===== src/rtl/bus_arbiter.sv =====
// Serializes IF and MEM requesters onto one memory bus, MEM first, with fetch
// cancellation and a bus-cycle timeout that completes the transaction with an error pulse.
module bus_arbiter #(
    parameter int TIMEOUT = 255
) (
    input  logic        clk,
    input  logic        rst,

    input  logic        if_req_i,
    input  logic [31:0] if_addr_i,
    input  logic        if_cancel_i,
    output logic [31:0] if_rdata_o,
    output logic        if_ack_o,

    input  logic        mem_req_i,
    input  logic        mem_we_i,
    input  logic [3:0]  mem_sel_i,
    input  logic [31:0] mem_addr_i,
    input  logic [31:0] mem_wdata_i,
    output logic [31:0] mem_rdata_o,
    output logic        mem_ack_o,

    output logic        bus_req_o,
    output logic        bus_we_o,
    output logic [3:0]  bus_sel_o,
    output logic [31:0] bus_addr_o,
    output logic [31:0] bus_wdata_o,
    input  logic [31:0] bus_rdata_i,
    input  logic        bus_ack_i,
    output logic        bus_err_o,

    output logic        stallreq_if_o,
    output logic        stallreq_mem_o
);

    typedef enum logic [1:0] {
        IDLE     = 2'd0,
        IF_BUSY  = 2'd1,
        MEM_BUSY = 2'd2,
        DONE     = 2'd3
    } state_t;

    localparam logic [7:0] TIMEOUT_CNT = 8'(TIMEOUT);

    state_t      state_q;
    logic [7:0]  cnt_q;
    logic        cancel_q;
    logic        bus_req_q;
    logic        bus_we_q;
    logic [3:0]  bus_sel_q;
    logic [31:0] bus_addr_q;
    logic [31:0] bus_wdata_q;
    logic [31:0] if_rdata_q;
    logic [31:0] mem_rdata_q;
    logic        if_ack_q;
    logic        mem_ack_q;
    logic        bus_err_q;

    logic        timeout_d;
    logic        cancel_d;
    logic        finish_d;
    logic [31:0] rdata_d;

    assign timeout_d = (cnt_q == TIMEOUT_CNT);
    // A cancel arriving in the very cycle the slave acks still kills the fetch.
    assign cancel_d  = cancel_q | if_cancel_i;
    assign finish_d  = bus_ack_i | timeout_d;
    assign rdata_d   = bus_ack_i ? bus_rdata_i : 32'h0;

    always_ff @(posedge clk or negedge rst) begin
        if (!rst) begin
            state_q     <= IDLE;
            cnt_q       <= 8'h0;
            cancel_q    <= 1'b0;
            bus_req_q   <= 1'b0;
            bus_we_q    <= 1'b0;
            bus_sel_q   <= 4'h0;
            bus_addr_q  <= 32'h0;
            bus_wdata_q <= 32'h0;
            if_rdata_q  <= 32'h0;
            mem_rdata_q <= 32'h0;
            if_ack_q    <= 1'b0;
            mem_ack_q   <= 1'b0;
            bus_err_q   <= 1'b0;
        end else begin
            if_ack_q  <= 1'b0;
            mem_ack_q <= 1'b0;
            bus_err_q <= 1'b0;
            case (state_q)
                IDLE: begin
                    cnt_q <= 8'h0;
                    if (mem_req_i) begin
                        bus_req_q   <= 1'b1;
                        bus_we_q    <= mem_we_i;
                        bus_sel_q   <= mem_sel_i;
                        bus_addr_q  <= mem_addr_i;
                        bus_wdata_q <= mem_wdata_i;
                        state_q     <= MEM_BUSY;
                    end else if (if_req_i) begin
                        bus_req_q   <= 1'b1;
                        bus_we_q    <= 1'b0;
                        bus_sel_q   <= 4'hF;
                        bus_addr_q  <= if_addr_i;
                        state_q     <= IF_BUSY;
                    end
                end
                IF_BUSY: begin
                    if (if_cancel_i) begin
                        cancel_q <= 1'b1;
                    end
                    if (finish_d) begin
                        bus_req_q <= 1'b0;
                        bus_err_q <= ~bus_ack_i;
                        state_q   <= DONE;
                        if (!cancel_d) begin
                            if_ack_q   <= 1'b1;
                            if_rdata_q <= rdata_d;
                        end
                    end else begin
                        cnt_q <= cnt_q + 8'h1;
                    end
                end
                MEM_BUSY: begin
                    if (finish_d) begin
                        bus_req_q <= 1'b0;
                        bus_err_q <= ~bus_ack_i;
                        mem_ack_q <= 1'b1;
                        state_q   <= DONE;
                        if (!bus_we_q) begin
                            mem_rdata_q <= rdata_d;
                        end
                    end else begin
                        cnt_q <= cnt_q + 8'h1;
                    end
                end
                DONE: begin
                    cancel_q <= 1'b0;
                    state_q  <= IDLE;
                end
                default: begin
                    state_q <= IDLE;
                end
            endcase
        end
    end

    assign if_rdata_o     = if_rdata_q;
    assign if_ack_o       = if_ack_q;
    assign mem_rdata_o    = mem_rdata_q;
    assign mem_ack_o      = mem_ack_q;
    assign bus_req_o      = bus_req_q;
    assign bus_we_o       = bus_we_q;
    assign bus_sel_o      = bus_sel_q;
    assign bus_addr_o     = bus_addr_q;
    assign bus_wdata_o    = bus_wdata_q;
    assign bus_err_o      = bus_err_q;

    assign stallreq_if_o  = if_req_i & ~if_ack_q;
    assign stallreq_mem_o = mem_req_i & ~mem_ack_q;

endmodule


===== config.mk =====
export PLATFORM = sky130hd
export DESIGN_NAME = bus_arbiter
export DESIGN_NICKNAME = d
export VERILOG_FILES = /design/src/rtl/bus_arbiter.sv
export SDC_FILE = /design/constraint.sdc
export NUM_CORES = 1
export LEC_CHECK = 0
export ABC_AREA = 1
export CORE_ASPECT_RATIO = 1.2
export CORE_MARGIN = 2
export CORE_UTILIZATION = 46
export CTS_CLUSTER_SIZE = 8
export DETAILED_ROUTE_END_ITERATION = 12
export GPL_TIMING_DRIVEN = 0
export PLACE_DENSITY = 0.88
export SYNTH_ARGS = -nofsm -noshare
export SYNTH_HDL_FRONTEND = slang
export SYNTH_SLANG_ARGS = --single-unit
export TNS_END_PERCENT = 50

===== constraint.sdc =====
create_clock -name clk -period 3.35 [get_ports clk]
set_clock_uncertainty 0.15 [all_clocks]
set_input_delay 0.8375 -clock clk [delete_from_list [all_inputs] [get_ports clk]]
set_output_delay 0.8375 -clock clk [all_outputs]
set_load 0.03 [all_outputs]

==> run summary <==
The flow ran to the end, and the final reports show no timing, DRC or antenna violations. The floorplan has 47 rows. The synthesized instance count is 711.

The source-to-sink clock delay at the later pin of the worst-skew pair was 0.42 ns; the post-route antenna net violation count was 0. Among all stages on the critical path, the largest delay is contributed by clkdlybuf4s50_1. Mean area per synthesized cell: 8.92 um2. The final number of setup-violating endpoints is 0, and the number of ports placed on the die boundary is 278.

Setup repair after global routing left no endpoint under its margin. Summed over all instances, the cell type with the most area after synthesis is dfrtp_1. The critical path launch point type is a primary input. For the largest net degree at the start of global routing, the log shows 83. Peak ir drop on the vdd network: 0.569 mV.

The synthesized netlist contains 25 unique library cells. After layout, the worst path uses 94.4% of the clock period. The largest stage delay on the critical path is 0.70 ns. Ranked by total cell area, the synthesized netlist is headed by dfrtp_1 58%, nand2_1 18%, nand4_1 3.3%.

The clock passes through at most 2 buffers. At the end of routability-driven placement, the weighted congestion stood at 0.840. The region available for standard cell placement spans 13600 um2.

The area share of the leading cell type in the synthesized netlist is 58.4%. The worst slew margin relative to its limit was 57.9%. The post-placement setup slack is -0.0867 ns, and the shortest period the worst path allows is 3.16 ns.

The synthesized design contains 148 register bits. The tool flagged a number of max-cap violations equal to 0. The number of buffers and inverters on the critical path is 3. For this run, the detailed router's first-pass iteration total came to 5. For the quantity of gates resized following cts, the log shows 1.

TritonCTS built the clock tree. The share of the Yosys chip area taken by registers is 58.4%. Data on the critical path is required at its endpoint by 2.36 ns. For the clock net sink count, the log shows 148. In this run, placement finished with an instance count of 1159. The analysis attributes to cell leakage a power of 4.55 nW.

The tools report the final-report hold violation count as 0. Highest attainable clock frequency: 0.316 GHz. For the wire length of the first global-routing pass, the log shows 30100 um. For the floorplan die area, the log shows 14700 um2. The run gives 1191 as the final standard cell count with taps included and fillers excluded.

For the synthesis warning total, the log shows 0. Global routing consumed, over all layers together, 25.5% of the routing resources. The die boundary width was 111 um. Using the TritonRoute via totals, the vias-per-cell ratio works out to 5.06. At the pin with the least slew margin, the transition time is 0.632 ns. For this run, design rule violations remaining after detail routing come to 0. The run gives 0 as the number of max-slew violations in the final report.

For the combined area of all synthesized cells, the log shows 6340 um2. The routed wirelength normalized by instance count is 15.5 um. The cell that appears most often on the critical path is clkdlybuf4s50_1. The run gives 18500 um as the wire length reported by the detailed router. After clock tree synthesis, the setup repair step added 0 buffers. The count of input and output buffers was 276; the largest fanout on the critical path was 2. The run gives 46.5% as the initial core utilization.

In this run the worst hold path is classified as primary input to asynchronous set/reset pin. Detailed routing inserted a total of 6030 vias. The critical path is of the primary input to output port type. In this run the vertical extent of the chip is 133 um.

The share of layout cells above drive strength 1 is 9.41%, and the number of hold-repair buffers added at the cts stage is 0. Walking the worst path, the cells encountered are clkdlybuf4s50_1, inv_1, nor2_1, clkdlybuf4s50_1. Summed over all nets, the half-perimeter wirelength after detailed placement is 13600 um. Dividing total power by cell area gives a power density of 1000 nW/um2. The tools report the aggregate global routing overflow as 0. The logs give 2.18 ns for the arrival time of data at the critical path endpoint and 0.186 ns for the final worst-path setup slack.

The run gives 0 as the initial antenna violation count. Broken down by cell family, the worst path's largest delay share belongs to buffers and inverters. Root buffer selected by CTS: clkbuf_16. The clock-pin slew reported for the worst setup and hold paths after clock tree synthesis came out at 0.05 ns. The number of clock buffers added by TritonCTS is 17. The clock tree synthesis step divided the H-tree into 4 levels.

The logs give 6113 for the number of global-route vias before repair and 0 for the antenna cell count. The number of nets handed over by synthesis was 855. The run gives 401 as the violation count after the first detailed-routing iteration.

Kind of end point of the critical path: an output port. For this run, the post-layout net count is 1151. Area added between synthesis and finish: 56.6%.
[synthesized netlist by cell type]
master and count:
nand2_2 21, xor2_1 2, inv_1 16, clkinv_1 3, o21ai_2 23, o22a_1 4
o21ai_1 10, nor3_1 1, nand2_1 299, inv_2 1, o21ai_0 12, nand3_1 13
buf_2 10, a21boi_0 1, buf_1 4, clkbuf_1 25, nor2_4 1, buf_6 6
nand4_1 33, nor2_1 39, o21a_1 1, ha_1 5, a31oi_1 32, dfrtp_1 148
buf_4 1
[logic make-up after synthesis]
family / after synthesis / synth area share [%]
compound gates: 83 / 8.86
flops: 148 / 58.4
buf+inv: 66 / 4.87
fa+ha+maj: 5 / 0.986
xor+xnor: 2 / 0.276
simple gates: 407 / 26.6
[placed cells by master (no fill, tap or decap), drive strengths merged, types with 2 or more instances in the layout]
cell type and n:
clkbuf 45, clkinvlp 5, nand2 320, nand3 13, a31oi 32, inv 18
o22a 4, nor2 40, dfrtp 148, clkdlybuf4s50 274, ha 5, bufinv 2
nand4 33, buf 23, clkinv 7, xor2 2, o21ai 45
[metrics by stage]
| step | TNS [ns] | instance area (um2) | utilization (%) | total power [mW] | hold WS, ns |
|---|---|---|---|---|---|
| floorplan | 0 | 6340 | - | 5.89 | 0.316 |
| global placement | -684.24 | 9320 | 68.3 | 8.00 | 0.303 |
| detailed placement | -0.0867 | 9350 | 68.5 | 8.11 | 0.308 |
| CTS | 0 | 9930 | 72.8 | 10.0 | 0.287 |
| global route | 0 | 9930 | 72.8 | 10.5 | 0.304 |
| finish | 0 | 9930 | 72.8 | 9.97 | 0.268 |
[registers in the layout, summed over array words and instances, names as in the netlist]
name	flops
state_q	2
bus_sel_o	4
bus_addr_o	32
bus_we_o	1
mem_rdata_o	32
bus_req_o	1
bus_err_o	1
mem_ack_o	1
cancel_q	1
bus_wdata_o	32
if_ack_o	1
if_rdata_o	32
cnt_q	8
[power by group]
part | switching [mW] | total (mW) | internal [mW]
combinational | 3.03 | 5.03 | 2.01
sequential | 0.467 | 3.05 | 2.59
clock | 0.753 | 1.89 | 1.13
total | 4.25 | 9.97 | 5.73
[final timing paths]
path | startpoint | to | slack [ns] | cells past startpoint
worst max-delay path | if_req_i | stallreq_if_o | 0.19 | 4
worst min-delay path | rst | if_rdata_o[4] | 0.27 | 1
worst max register to register | state_q[0] | bus_addr_o[29] | 1.41 | 7
worst min register to register | mem_rdata_o[16] | mem_rdata_o[16] | 0.32 | 2
max in group asynchronous | rst | mem_rdata_o[24] | 1.97 | 2
min in group clk | mem_rdata_o[16] | mem_rdata_o[16] | 0.32 | 2
[final cells by class]
cell class | count | area, um2
Clock buffer | 20 | 457
Buffer | 46 | 234
Clock inverter | 12 | 130
Timing Repair Buffer | 277 | 2790
Inverter | 20 | 75.1
Multi-Input combinational cell | 497 | 2330
Fill cell | 990 | 3710
Tap cell | 171 | 214
Sequential cell | 148 | 3700
[routing by layer]
layer | part of all wire [%] | global-route usage [%] | vias up
met2 | 50 | 43.1 | 247
met5 | 0 | 0 | -
met3 | 8.0 | 8.20 | 39
met4 | 2.7 | 10.5 | 0
met1 | 39 | 30.1 | 2843
li1 | - | - | 2901
[worst reg2reg max path, cell delays in order (launching register included)]
cell,delay [ns]
dfrtp_1,0.41
inv_1,0.09
ha_1,0.24
o21ai_1,0.14
inv_2,0.12
clkbuf_1,0.44
nor2_1,0.08
a31oi_1,0.18
Note: power is estimated with default switching activity, not from simulation.
